==> src/rtl/rr_bus_arbiter_pkg.sv <==
// arb_pkg: shared types, default parameters and helpers for the round-robin bus arbiter.
// Revision: 1.0
`default_nettype none

package arb_pkg;

  typedef enum logic {
    IDLE  = 1'b0,
    OWNED = 1'b1
  } arb_state_t;

  localparam int ARB_N        = 4;
  localparam int ARB_DATA_W   = 64;
  localparam int ARB_MAX_HOLD = 8;
  localparam int ONEHOT_MAX   = 64;

  // Index of the set bit in a one-hot vector; 0 for an all-zero vector.
  function automatic int unsigned onehot_to_idx(input logic [ONEHOT_MAX-1:0] oh);
    int unsigned idx;
    idx = 0;
    for (int unsigned i = 0; i < ONEHOT_MAX; i++) begin
      if (oh[i]) idx = i;
    end
    return idx;
  endfunction

endpackage

`default_nettype wire

==> src/rtl/rr_bus_arbiter_if.sv <==
// rr_bus_arbiter_if: request/grant handshake and shared data bus between requesters and arbiter.
// Revision: 1.0
`default_nettype none

interface rr_bus_arbiter_if
  import arb_pkg::*;
#(
  parameter int N      = ARB_N,
  parameter int DATA_W = ARB_DATA_W
);
  localparam int SEL_W = $clog2(N);

  logic [N-1:0]        req;
  logic [N-1:0]        done;
  logic [N*DATA_W-1:0] data_in;
  logic [N-1:0]        grant;
  logic [SEL_W-1:0]    sel;
  logic                bus_valid;
  logic [DATA_W-1:0]   bus_out;

  modport master (
    output req, done, data_in,
    input  grant, sel, bus_valid, bus_out
  );

  modport slave (
    input  req, done, data_in,
    output grant, sel, bus_valid, bus_out
  );

endinterface

`default_nettype wire

==> src/rtl/rr_bus_arbiter_rr_pick.sv <==
// rr_pick: combinational rotating-priority picker, scanning last+1, last+2, ... mod N.
// Revision: 1.0
`default_nettype none

module rr_pick
  import arb_pkg::*;
#(
  parameter int N     = ARB_N,
  parameter int SEL_W = $clog2(N)
) (
  input  logic [N-1:0]     req,
  input  logic [SEL_W-1:0] last,
  output logic [SEL_W-1:0] win_idx,
  output logic             any_req
);

  logic [SEL_W-1:0] start;
  logic [N-1:0]     rot;
  logic [N-1:0]     first;
  logic [SEL_W-1:0] offset;

  // N is a power of two, so start and win_idx wrap modulo N for free.
  assign start   = last + SEL_W'(1);
  assign rot     = N'({req, req} >> start);
  assign first   = rot & (~rot + N'(1));
  assign offset  = SEL_W'(onehot_to_idx(ONEHOT_MAX'(first)));
  assign win_idx = start + offset;
  assign any_req = |req;

endmodule

`default_nettype wire

==> src/rtl/rr_bus_arbiter.sv <==
// rr_bus_arbiter: round-robin owner sequencer with hold timer and N:1 output bus mux tree.
// Revision: 1.0
`default_nettype none

module rr_bus_arbiter
  import arb_pkg::*;
#(
  parameter int N        = ARB_N,
  parameter int DATA_W   = ARB_DATA_W,
  parameter int MAX_HOLD = ARB_MAX_HOLD
) (
  input  logic             clk,
  input  logic             reset,
  rr_bus_arbiter_if.slave  bus
);

  localparam int SEL_W = $clog2(N);
  localparam int HC_W  = $clog2(MAX_HOLD + 1);

  localparam logic [0:0] ST_IDLE  = 1'b0;
  localparam logic [0:0] ST_OWNED = 1'b1;

  logic [0:0]       state;
  logic [SEL_W-1:0] last;
  logic [HC_W-1:0]  hold_cnt;

  logic [SEL_W-1:0] win_idx;
  logic             any_req;
  logic             hold_max;
  logic             rel;
  logic             take;
  logic             drop;

  rr_pick #(
    .N     (N),
    .SEL_W (SEL_W)
  ) u_pick (
    .req     (bus.req),
    .last    (last),
    .win_idx (win_idx),
    .any_req (any_req)
  );

  // In OWNED, last equals the owner, so the same pick serves handover and re-grant.
  assign hold_max = (hold_cnt == HC_W'(MAX_HOLD));
  assign rel      = bus.done[bus.sel] | ~bus.req[bus.sel] | hold_max;
  assign take     = (state == ST_IDLE) ? any_req : (rel & any_req);
  assign drop     = (state == ST_OWNED) & rel & ~any_req;

  always_ff @(posedge clk or posedge reset) begin
    if (reset) begin
      state         <= ST_IDLE;
      bus.grant     <= '0;
      bus.sel       <= '0;
      bus.bus_valid <= 1'b0;
      hold_cnt      <= '0;
      last          <= SEL_W'(N - 1);
    end else if (take) begin
      state         <= ST_OWNED;
      bus.grant     <= N'(1) << win_idx;
      bus.sel       <= win_idx;
      bus.bus_valid <= 1'b1;
      hold_cnt      <= HC_W'(1);
      last          <= win_idx;
    end else if (drop) begin
      state         <= ST_IDLE;
      bus.grant     <= '0;
      bus.sel       <= '0;
      bus.bus_valid <= 1'b0;
      hold_cnt      <= '0;
    end else if (state == ST_OWNED && !hold_max) begin
      hold_cnt      <= hold_cnt + HC_W'(1);
    end
  end

  // Heap-ordered 2:1 mux tree: node 1 is the root, nodes N..2N-1 are the input words.
  logic [DATA_W-1:0] node [1:2*N-1];

  generate
    for (genvar i = 0; i < N; i++) begin : g_leaf
      assign node[N+i] = bus.data_in[i*DATA_W +: DATA_W];
    end
    for (genvar k = 1; k < N; k++) begin : g_node
      localparam int DEPTH = $clog2(k + 1) - 1;
      assign node[k] = bus.sel[SEL_W-1-DEPTH] ? node[2*k+1] : node[2*k];
    end
  endgenerate

  assign bus.bus_out = bus.bus_valid ? node[1] : '0;

endmodule

`default_nettype wire

==> src/flat_wrapper.sv <==
// flat-port wrapper written by rule: the top's interface ports become plain ports
module rr_bus_arbiter_flat import arb_pkg::*;
#(
  parameter int N        = ARB_N,
  parameter int DATA_W   = ARB_DATA_W,
  parameter int MAX_HOLD = ARB_MAX_HOLD
)
  (clk, reset, bus_req, bus_done, bus_data_in, bus_grant, bus_sel, bus_bus_valid, bus_bus_out);
  rr_bus_arbiter_if #(.N(N), .DATA_W(DATA_W)) bus_i ();
  input  logic clk;
  input  logic reset;
  input wire logic [$bits(bus_i.req)-1:0] bus_req;
  input wire logic [$bits(bus_i.done)-1:0] bus_done;
  input wire logic [$bits(bus_i.data_in)-1:0] bus_data_in;
  output wire logic [$bits(bus_i.grant)-1:0] bus_grant;
  output wire logic [$bits(bus_i.sel)-1:0] bus_sel;
  output wire logic [$bits(bus_i.bus_valid)-1:0] bus_bus_valid;
  output wire logic [$bits(bus_i.bus_out)-1:0] bus_bus_out;
  assign bus_i.req = bus_req;
  assign bus_i.done = bus_done;
  assign bus_i.data_in = bus_data_in;
  assign bus_grant = bus_i.grant;
  assign bus_sel = bus_i.sel;
  assign bus_bus_valid = bus_i.bus_valid;
  assign bus_bus_out = bus_i.bus_out;
  rr_bus_arbiter #(.N(N), .DATA_W(DATA_W), .MAX_HOLD(MAX_HOLD)) u_core (.clk(clk), .reset(reset), .bus(bus_i));
endmodule
==> config.mk <==
export PLATFORM = sky130hd
export DESIGN_NAME = rr_bus_arbiter_flat
export DESIGN_NICKNAME = d
export VERILOG_FILES = /design/src/rtl/rr_bus_arbiter_pkg.sv /design/src/rtl/rr_bus_arbiter_if.sv /design/src/rtl/rr_bus_arbiter_rr_pick.sv /design/src/rtl/rr_bus_arbiter.sv /design/src/flat_wrapper.sv
export SDC_FILE = /design/constraint.sdc
export NUM_CORES = 1
export LEC_CHECK = 0
export CAP_MARGIN = 5
export CORE_AREA = 2 2 130 132
export CTS_CLUSTER_SIZE = 8
export DETAILED_ROUTE_END_ITERATION = 16
export DIE_AREA = 0 0 132 134
export GPL_ROUTABILITY_DRIVEN = 0
export SYNTH_ARGS = -nofsm -noshare
export SYNTH_HDL_FRONTEND = slang
export SYNTH_SLANG_ARGS = --single-unit
==> constraint.sdc <==
create_clock -name clk -period 6.45 [get_ports clk]
set_input_delay 1.29 -clock clk [delete_from_list [all_inputs] [get_ports clk]]
set_output_delay 1.29 -clock clk [all_outputs]
set_load 0.01 [all_outputs]
# Word-level counts from Yosys, hierarchy flattened
# Index checks and enable logic that the tools add are counted.
[totals]
output_inout_bits = 71
inputBits = 266
elab_cells = 48
reg_bits = 13
[classes]
n_eq_ne = 1
n_reduce_logical = 5
order_cmp = 1
n_mux = 21
n_shift = 2
add_sub_neg = 4
bitwise_logic = 9
[op_table]
columns = ["cell", "count"]
rows = [
  ["$mux 64", 4],
  ["$mux 4", 5],
  ["$add 4x1->4 const B", 2],
  ["$mux 2", 4],
  ["$shr 8x2->4", 1],
  ["$mux 1", 6],
  ["$and 4x4->4", 1],
  ["$bmux 1 s2", 2],
  ["$eq 4x4->1 const B", 1],
  ["$not 4->4", 1],
  ["$reduce_or 4->1", 1],
  ["$shl 1x2->4 const A", 1],
  ["$and 1x1->1", 3],
  ["$lt 2x3->1 const B", 1],
  ["$reduce_bool 3->1", 1],
  ["$add 2x1->2 const B", 1],
  ["$add 2x2->2", 1],
  ["$not 1->1", 2],
  ["$or 1x1->1", 2],
  ["$reduce_bool 2->1", 1],
  ["$logic_and 1x1->1", 1],
  ["$logic_not 1->1", 1],
]

# Depth between registers and ports, before layout
[depth]
depth_word = 11
ltp_mapped = 11
ltp_nobuf = 10

# By module
# From an unflattened synthesis, not the netlist that was laid out.
[hier_totals]
hier_cells = 237
area_unflattened_um2 = 2772.7
[modules_own_cells]
columns = ["module", "cells_per_inst", "area_each_um2", "instances", "seq_area_each_um2"]
rows = [
  ["rr_bus_arbiter", 210, 2600.0, 1, 327.8],
  ["rr_pick", 27, 172.7, 1, 0.0],
]

# Least setup slack after synthesis
# OpenSTA, ideal clock, no wires.
[synth_path]
kind = "input to output"
startpoint = "in bus_data_in[192]"
endpoint = "out bus_bus_out[0]"
t_required_ps = 5160
setup_slack_ps = 3247
cell_stages = 2
n_path_buf = 0
arrival_ps = 1913
path_cell_list = "mux4_2 and2_1"
[synth_via]
elab_chain_len = 3
[synth_rtl]
columns = ["item", "line_no", "source"]
rows = [
  ["start, declared", "flat_wrapper.sv:14", "input wire logic [$bits(bus_i.data_in)-1:0] bus_data_in;"],
  ["$mux 64 (2 in a row)", "rr_bus_arbiter.sv:85", "assign node[k] = bus.sel[SEL_W-1-DEPTH] ? node[2*k+1] : node[2*k];"],
  ["$mux 64", "rr_bus_arbiter.sv:89", "assign bus.bus_out = bus.bus_valid ? node[1] : '0;"],
  ["end, declared", "flat_wrapper.sv:18", "output wire logic [$bits(bus_i.bus_out)-1:0] bus_bus_out;"],
]
# No other way between the ends.

# Worst setup path after layout
[layout_path]
startpoint = "in bus_data_in[114]"
endpoint = "out bus_bus_out[50]"
# The elaborated chain is that of the path after synthesis.

==> flow_summary_export.csv <==
group,metric,value,unit
outcome,outcome,"finished, final reports clean",
detailed_routing,drtAntennaViolNets,0,
finish,ff_latch_area,334,um^2
timing,clock_skew,0.00163,ns
die,core.rowCount,47,
die,start_util,16.8,%
timing,finalCriticalPeriod,4.17,ns
detailed_routing,wl_met1,4.95,mm
clocking,cts_tree,"yes",
clocking,cts_resized,0,
global_route,grtUsageTotal,14.5,%
synth,avgSynthCellArea,11.6,um^2
synth,syn_nets,505,
timing,fin_crit_sh,64.6,%
timing,hold_violations,0,
clocking,cts-buffers-inserted,3,
pwr,vdd_drop_max,157,uV
worst_setup_path,max_stage_delay,0.53,ns
detailed_routing,wl_per_cell,17.5,um
detailed_routing,drt-total-wl,13.6,mm
finish,design_area,6380,um^2
detailed_routing,met3_length,1.20,mm
clocking,cts_setup_buffers,0,
worst_setup_path,crit_type,"primary input to output port",
pwr,combPwrFrac,82.3,%
global_route,grt_max_degree,72,
global_route,grt_overflow,0,
worst_setup_path,cp_slowest_cell,"clkdlybuf4s50_1",
worst_setup_path,cp_common_cell,"clkdlybuf4s50_1",
pwr,p_int,1.29,mW
worst_setup_path,worstPathRequired,5.16,ns
finish,nets,825,
detailed_routing,num_vias,3468,
timing,setup_tns,0,ns
clocking,clock_latency,0.24,ns
detailed_routing,drtIter0Drc,126,
synth,ys_warn_count,0,
global_route,grt_pass1_wl,20.6,mm
timing,rsz0062_at_grt,"no",
finish,drive_gt1_share,14.1,%
worst_setup_path,path_cells,"clkdlybuf4s50_1 -> mux4_2 -> and2_1 -> clkdlybuf4s50_1",
finish,multi_input_area,2260,um^2
die,die_y,134,um
die,io_pins,337,
die,die_w,132,um
finish,fillCellCount,1569,
placed_design,portBuffers,336,
pwr,p_switching,0.735,mW
pwr,p_clk_share,5.7,%
clocking,clock_sinks,13,
timing,slew_headroom,31.6,%
finish,area_growth_syn_to_layout,134,%
clocking,h-tree-depth,1,
finish,layout_commonest_cell,"clkdlybuf4s50_1",
die,die_area,17700,um^2
worst_setup_path,cp.arrival,2.88,ns
detailed_routing,firstDrtPassIters,4,
detailed_routing,vias_per_cell,4.48,
timing,slew_viol_final,0,
finish,num_antenna_cells,0,
die,core-area,16300,um^2
pwr,pwr_density_cell,317,nW/um^2
worst_setup_path,critPathMaxFanout,1,
finish,final_cell_mix,"clkdlybuf4s50_1, and2_1, mux4_2, inv_1",
clocking,clk_pin_slew,0.04,ns
synth,synth_area,2730,um^2
pwr,seqPwrFrac,12.1,%
synth,netlist_instances,235,
synth,yosysUniqueCellTypes,39,
clocking,hold_buffers,0,
placed_design,placed_cell_area,6300,um^2
placed_design,detailed_place_hpwl,11.4,mm
pwr,switching_share,36.4,%
clocking,cts_max_path_buffers,2,
detailed_routing,wl_met2,7.23,mm
pwr,leakagePower,2.27,nW
synth,synth_seq_cells,13,
detailed_routing,highest_layer,"met4",
detailed_routing,drcViolationCount,0,
global_route,grt_pass1_vias,3784,
synth,ys_seq_area_share,12.0,%
clocking,cts-root-buf,"clkbuf_16",
timing,fmax,240,MHz
flow_run,drv_cap,0,
global_route,antenna_found_initial,1,
worst_setup_path,cp-end-kind,"output port",
timing,setup_violations,0,
worst_setup_path,cp-start-kind,"primary input",
worst_hold_path,hold_class,"flip-flop to flip-flop",
timing,tightest_slew,1.03,ns
-- cell usage after synthesis (all sizes together) --
cell,count,area (um^2)
a211o,1,10.0
a22o,2,17.5
o21ai,4,20.0
dfstp,2,52.6
nand2,8,30.0
ha,4,50.1
o31ai,1,7.51
o211ai,1,7.51
or2,1,6.26
o311ai,1,8.76
a21oi,2,10.0
xnor2,2,17.5
mux4,64,1440
mux2,1,11.3
a21o,2,15.0
a32oi,1,8.76
o2111ai,1,8.76
buf,13,58.8
inv,11,41.3
nand3,1,5.00
xor2,1,8.76
nand2b,1,6.26
or4,1,7.51
o32ai,2,17.5
o21a,1,7.51
a221oi,1,8.76
mux2i,2,20.0
nor3b,1,7.51
o221ai,2,17.5
nand3b,2,15.0
nor3,1,5.00
clkbuf,11,41.3
a32o,2,20.0
and2,65,407
o22ai,1,6.26
dfrtp,11,275
nor2,5,18.8
nor2b,2,12.5
-- cell families (layout without fill, tap and decap cells) --
logic type / Yosys count / in the layout / share of synthesized area [%]
AOI/OAI and AO/OA: 25 / 25 / 7.01
xor gates and xnor gates: 3 / 3 / 0.963
buffers and inverters: 35 / 354 / 5.18
DFF: 13 / 13 / 12.0
and+or+nand+nor: 88 / 88 / 19.1
muxes: 67 / 67 / 53.9
adders and majority gates: 4 / 4 / 1.83
-- path summary, 6_finish.rpt --
| path | startpoint | end | slack (ns) | cells after the start |
|---|---|---|---|---|
| worst min-delay path | u_core.bus.grant[3]$_DFFE_PP0P_ | u_core.bus.grant[3]$_DFFE_PP0P_ | 0.50 | 1 |
| worst max register to register | u_core.bus.sel[1]$_DFFE_PP0P_ | u_core.bus.grant[2]$_DFFE_PP0P_ | 3.79 | 5 |
| worst max-delay path | bus_data_in[114] | bus_bus_out[50] | 2.28 | 4 |
| max in group asynchronous | reset | u_core.bus.sel[0]$_DFFE_PP0P_ | 4.70 | 2 |
| worst min register to register | u_core.bus.grant[3]$_DFFE_PP0P_ | u_core.bus.grant[3]$_DFFE_PP0P_ | 0.50 | 1 |
| min in group asynchronous | reset | u_core.bus.grant[2]$_DFFE_PP0P_ | 1.37 | 2 |
-- critical path, delay by kind of cell --
| kind | cells | cell delay [ns] |
|---|---|---|
| buffers and inverters | 2 | 0.97 |
| multiplexers | 1 | 0.45 |
| AND/OR/NAND/NOR | 1 | 0.16 |
-- stage by stage --
| stage | worst slack, ns | hold slack (ns) | cells | util, % | total power, mW |
|---|---|---|---|---|---|
| final | 2.28 | 0.499 | 774 | 39.1 | 2.02 |
| after global routing | 2.19 | 0.528 | 774 | 39.1 | 2.16 |
| after CTS | 2.27 | 0.508 | 774 | 39.1 | 2.05 |
| after detailed placement | 2.27 | 0.497 | 770 | 38.7 | 1.93 |
| after global placement | 2.27 | 0.498 | 770 | 38.7 | 1.91 |
| after floorplan | 3.25 | 0.486 | 235 | - | 1.16 |
-- metal layers --
metal | track usage, % | vias to the layer above
met5 | 0 | -
met4 | 2.90 | 0
met3 | 3.36 | 15
met2 | 27.6 | 213
met1 | 16.6 | 1668
li1 | - | 1572
-- registers in the layout (all words and copies together) (netlist names) --
signal / cells
u_core.bus.bus_valid: 1
u_core.bus.sel: 2
u_core.bus.grant: 4
u_core.hold_cnt: 4
u_core.last: 2
-- power groups by stage --
stage	registers, mW	logic, mW	clock network (mW)
final	0.244	1.66	0.115
after global routing	0.261	1.78	0.123
after CTS	0.249	1.69	0.117
after detailed placement	0.251	1.68	0
after global placement	0.248	1.66	0
after floorplan	0.149	1.02	0
-- cell type report --
cell class	instances	share of cell area (%)
clock buffers	4	1.24
inverters	11	0.648
multi-input cells	187	35.5
flip-flops and latches	13	5.24
well taps	220	4.32
repair buffers	339	53.1
No activity file was read; power rests on OpenSTA's default activity.
==> variant 1 (config.mk and constraints unchanged) <==
Make the reset (`reset`) synchronous in one clocked block.
--- a/src/rtl/rr_bus_arbiter.sv
+++ b/src/rtl/rr_bus_arbiter.sv
@@ -49,3 +49,3 @@
 
-  always_ff @(posedge clk or posedge reset) begin
+  always_ff @(posedge clk) begin
     if (reset) begin
Formal check against the unedited RTL: differs if reset is asserted again (counterexample within 4 cycles, from zero or initial values and one cycle with reset high); with reset held inactive, the same outputs for 10 cycles.
==> variant 1 against the original RTL <==
- cell area is 0.16% higher
- power is 28% lower
- hold slack worse by 0.025 ns
- largest power group unchanged
- core utilization is 0.061 points higher
- via count is 0.58% higher
- synthesized cell count is 4.3% higher
- critical endpoint is now bus_bus_out[51]
- setup slack worse by 0.0079 ns
- sequential cell count stayed put
- routed wire length is 7.2% higher
- sequential share of layout area is 1.1 points lower
- area after synthesis is 1.7% higher
- global-route usage is 0.95 points higher
- fmax is 0.19% lower
==> variant 1: results (changes against the original RTL) <==
| Metric | Value |
|---|---|
| Outcome | `complete, no violations` |
| Vias per inst | `4.46 (-0.45%)` |
| R2R depth | `5 (unchanged)` |
| End point of the critical path | `bus_bus_out[51]` |
| Root Driver | `clkbuf_16` |
| Stages on worst setup path | `4 (unchanged)` |
| Net count, final | `832 (+0.85%)` |
| Commonest cells in the netlist | `mux4_2, and2_1, dfxtp_1, nor2_1, buf_4` |
| Overall global routing resource usage | `15.5% (+0.95 points)` |
| CP delay by family, top | `buffers and inverters` |
| Worst Hold Class | `register to register` |
| HPWL Detailed | `12.2 mm (+6.7%)` |
| Clock Tree Buf Depth | `2 (unchanged)` |
| R2r setup slk | `3.83 ns (+0.04 ns)` |
| Pre-antenna DRT Iters | `4 (unchanged)` |
| Clock skew | `0.00305 ns (+0.00142 ns)` |
| Static leakage | `2.19 nW (-3.8%)` |
| CP max-delay cell | `mux4_2` |
| Seq/Total Area, Yosys | `9.37% (-2.6 points)` |
| Reg-to-Reg End | `u_core.bus.grant[1]` |
| Worst-Margin Slew | `1.14 ns (+0.112 ns)` |
| Post-CTS setup buffers | `0 (unchanged)` |
| Crit Path Max Fanout | `1 (unchanged)` |
| Layout cells sized above 1 | `14.8% (+0.69 points)` |
| Largest net degree at the start of global routing | `72 (unchanged)` |
| Netlist cell types | `38 (-2.6%)` |
| Antenna violations before repair | `0 (-1)` |
| Skew-Pair Late Insertion Delay | `0.24 ns (about the same)` |
| CP peak stage delay | `0.51 ns (-0.02 ns)` |
| Crit path DAT | `2.88 ns (about the same)` |
| ANT cells | `0 (unchanged)` |
| Clock Pin Slew Worst Setup and Hold Paths | `0.04 ns (about the same)` |
| First-pass GRT wire length | `21.6 mm (+4.8%)` |
| IO buf count | `336 (unchanged)` |
| PostCTS Resize Cnt | `0 (unchanged)` |
| Synthesized Nets | `514 (+1.8%)` |
| Post-synth ARST share | `0% (-100 points)` |
| Final Max Tran Viols | `0 (unchanged)` |
| H-tree levels | `1 (unchanged)` |
| Number of CTS-inserted buffers | `3 (unchanged)` |
| Synth top area cells | `mux4_2, and2_1, dfxtp_1` |
| Critical path startpoint | `bus_data_in[179]` |
| Largest regs | `u_core.bus.grant (4), u_core.hold_cnt (4)` |
| Iter 0 DRT Violations | `144 (+14%)` |
| Primary FF master, synth | `dfxtp_1` |
| Max rail drop VDD | `0.211 mV (+35%)` |
| Reg2reg start | `u_core.bus.sel[1]` |
| Synth Warn # | `0 (unchanged)` |
| Wirelength per Cell | `18.6 um (+6.1%)` |
| Vias in the first global route | `3600 (-4.9%)` |
[variant 1: cell types whose count changed after synthesis, sizes merged, moves of 3 or more]
cell,before,now
clkbuf,11,7
nand2b,1,5
nor2,5,13
nand2,8,4
dfxtp,0,13
nand3,1,5
dfrtp,11,0
buf,13,19
inv,11,8
[variant 1: kinds of logic after synthesis]
| kind of cell | synth area share (%) |
|---|---|
| adder cells (fa/ha/maj) | 1.35 |
| flip-flops | 9.37 |
| AND/OR/NAND/NOR | 21.3 |
| buffers and inverters | 5.99 |
| AO/OA/AOI/OAI | 6.63 |
| multiplexers | 53.5 |
| XOR/XNOR | 1.85 |
[variant 1: report_power, final]
part,total (W),switching (W),internal [W]
sequential,0.000207,0.000102,0.000105
clock,0.000117,0.0000336,0.0000833
combinational,0.00113,0.000373,0.000754
total,0.00145,0.000508,0.000942
[variant 1: cell type report]
cell class | instances | area [um^2]
fillers | 1584 | 9900
repair buffers | 339 | 3390
multi-input cells | 198 | 2350
well taps | 220 | 275
flip-flops and latches | 13 | 267
clock buffers | 4 | 78.8
inverters | 8 | 30.0
[variant 1: worst reg2reg max path, stage by stage (launching register included)]
cell and delay [ns]:
dfxtp_2 0.99, buf_4 0.53, mux4_2 0.43, o21ai_2 0.25, nor2_1 0.10, a22o_1 0.20
[variant 1: metal layers]
metal  GRT usage [%]  wire length (um)
met1            19.4              5860
met2            28.5              7640
met3            3.02               936
met4            1.45               118
met5               0                 0
[variant 1: worst min path at each step]
stage	from	slack, ns	depth (start not counted)	to
floorplan	u_core.hold_cnt[1]	0.47	2	u_core.hold_cnt[1]
global placement	u_core.bus.grant[2]	0.46	2	u_core.bus.grant[2]
detailed placement	u_core.bus.grant[3]	0.46	2	u_core.bus.grant[3]
CTS	u_core.bus.grant[3]	0.48	2	u_core.bus.grant[3]
global route	u_core.bus.grant[3]	0.49	2	u_core.bus.grant[3]
finish	u_core.bus.grant[3]	0.47	2	u_core.bus.grant[3]
[variant 1: stage by stage]
stage                     setup slack [ns]  cell area (um^2)  std cells  power (W)
after floorplan                       3.25              2780        245   0.000877
after global placement                2.27              6310        778    0.00134
after detailed placement              2.27              6310        778    0.00135
after CTS                             2.27              6390        782    0.00147
after global routing                  2.19              6390        782    0.00155
final                                 2.28              6390        782    0.00145
==> variant 2 (config.mk and constraints unchanged) <==
Made on the original files. Change the package constant `ARB_MAX_HOLD` from 8 to 4.
--- a/src/rtl/rr_bus_arbiter_pkg.sv
+++ b/src/rtl/rr_bus_arbiter_pkg.sv
@@ -13,3 +13,3 @@
   localparam int ARB_DATA_W   = 64;
-  localparam int ARB_MAX_HOLD = 8;
+  localparam int ARB_MAX_HOLD = 4;
   localparam int ONEHOT_MAX   = 64;
Function: changed (a bounded check fails within 10 cycles, from zero or initial values and one cycle with reset high).
==> variant 2 against the original RTL <==
- via count down 1.5%
- cell area fell by 1.0%
- count of clock-buffer cells in the layout unchanged
- critical path depth unchanged
- synthesized cell count is 3.8% lower
- sequential cell count is 1 lower
- sequential power is 11% higher
- setup slack lost 0.14 ns
- cell count is 1.3% lower
- routed wire length grew 4.9%
- power is 0.35% lower
- area after synthesis fell by 1.4%
- critical endpoint is now bus_bus_out[28]
- highest routed layer is now met5
==> variant 2: results (changes against the original RTL) <==
| Metric | Value |
|---|---|
| Critical path startpoint | `u_core.bus.sel[0]` |
| R2R depth | `6 (+1)` |
| Final Instance Area | `6310 um^2 (-1.0%)` |
| First-pass GRT wire length | `21.1 mm (+2.0%)` |
| HPWL Detailed | `12.0 mm (+4.9%)` |
| Vias in the first global route | `3713 (-1.9%)` |
| Layout cells sized above 1 | `14.4% (+0.29 points)` |
| Clock skew | `0.00476 ns (+0.00313 ns)` |
| Skew-Pair Late Insertion Delay | `0.24 ns (about the same)` |
| Overall global routing resource usage | `14.9% (+0.38 points)` |
| R2r setup slk | `3.67 ns (-0.12 ns)` |
| Outcome | `complete, no violations` |
| Iter 0 DRT Violations | `60 (-52%)` |
| Total number of vias | `3415 (-1.5%)` |
| Static leakage | `2.23 nW (-1.7%)` |
| Met1 usage | `16.9% (+0.34 points)` |
| Worst-Margin Slew | `1.05 ns (+0.0258 ns)` |
| Netlist cell types | `38 (-2.6%)` |
| Largest regs | `u_core.bus.grant (4), u_core.hold_cnt (3)` |
| Final min period | `4.31 ns (+0.142 ns)` |
| Worst Hold Class | `register to register` |
| Final Hold Slack | `0.488 ns (-0.0105 ns)` |
| Crit path DAT | `3.02 ns (+0.14 ns)` |
| CP peak stage delay | `1.03 ns (+0.50 ns)` |
| Met2 usage in global routing | `27.9% (+0.26 points)` |
| Place WS | `2.23 ns (-0.0403 ns)` |
| Synthesized Nets | `495 (-2.0%)` |
| Synth top area cells | `mux4_2, and2_1, dfrtp_1` |
| Net count, final | `813 (-1.5%)` |
| Syn avg cell area | `11.9 um^2 (+2.6%)` |
| DR top layer | `met5` |
| Seq/Total Area, Yosys | `11.2% (-0.76 points)` |
| Net Sw Power | `0.000739 W (+0.43%)` |
| Hold path depth | `1 (unchanged)` |
| Pre-antenna DRT Iters | `4 (unchanged)` |
| Max rail drop VDD | `0.131 mV (-16%)` |
| End point of the critical path | `bus_bus_out[28]` |
| Antenna violations before repair | `2 (+1)` |
| Crit Path Max Fanout | `49 (+48)` |
| Min-Delay Endpoint | `u_core.bus.grant[1]` |
| Reg2reg start | `u_core.bus.sel[1]` |
| Number of CTS-inserted buffers | `3 (unchanged)` |
| CP delay by family, top | `flip-flops` |
| Post-Route WL | `14.2 mm (+4.9%)` |
| Largest net degree at the start of global routing | `71 (-1.4%)` |
| Metal-1 WL | `5.46 mm (+10%)` |
| Seq group | `0.000270 W (+11%)` |
| H-tree levels | `1 (unchanged)` |
| Met3 Wirelength | `1.32 mm (+10%)` |
| Wire length on met2 | `7.32 mm (+1.2%)` |
| Post-DP Area | `6230 um^2 (-1.1%)` |
| Hold path start | `u_core.bus.grant[1]` |
| Commonest cells in the netlist | `and2_1, mux4_2, buf_2, dfrtp_1, clkbuf_1` |
| Vias per inst | `4.47 (-0.24%)` |
| # fillers | `1584 (+0.96%)` |
| GR Util met3 | `4.69% (+1.3 points)` |
| Placed insts | `759 (-1.4%)` |
| CP max-delay cell | `dfrtp_4` |
==> variant 2: cell types whose count changed in the layout (fill, tap and decap cells not counted), sizes merged, moves of 2 or more <==
cell | unedited run | this run
o211ai | 1 | 3
o2bb2ai | 0 | 2
inv | 11 | 8
nand3b | 2 | 0
nor2 | 5 | 2
==> variant 2: area by class of cell <==
type	instances	share of cell area, %
inverters	8	0.476
clock buffers	4	1.25
diodes	1	0.0396
repair buffers	338	53.5
multi-input cells	181	35.5
flip-flops and latches	12	4.90
well taps	220	4.36
==> variant 2: kinds of logic (layout without fill, tap and decap cells) <==
kind of cell | Yosys count | count (layout) | share of synthesized area (%)
other cells | 0 | 1 | 0
fa+ha+maj | 3 | 3 | 1.39
compound gates | 24 | 24 | 7.53
flops | 12 | 12 | 11.2
xor+xnor | 3 | 3 | 0.976
buf+inv | 33 | 350 | 5.62
simple gates | 85 | 85 | 18.8
mux | 66 | 66 | 54.5
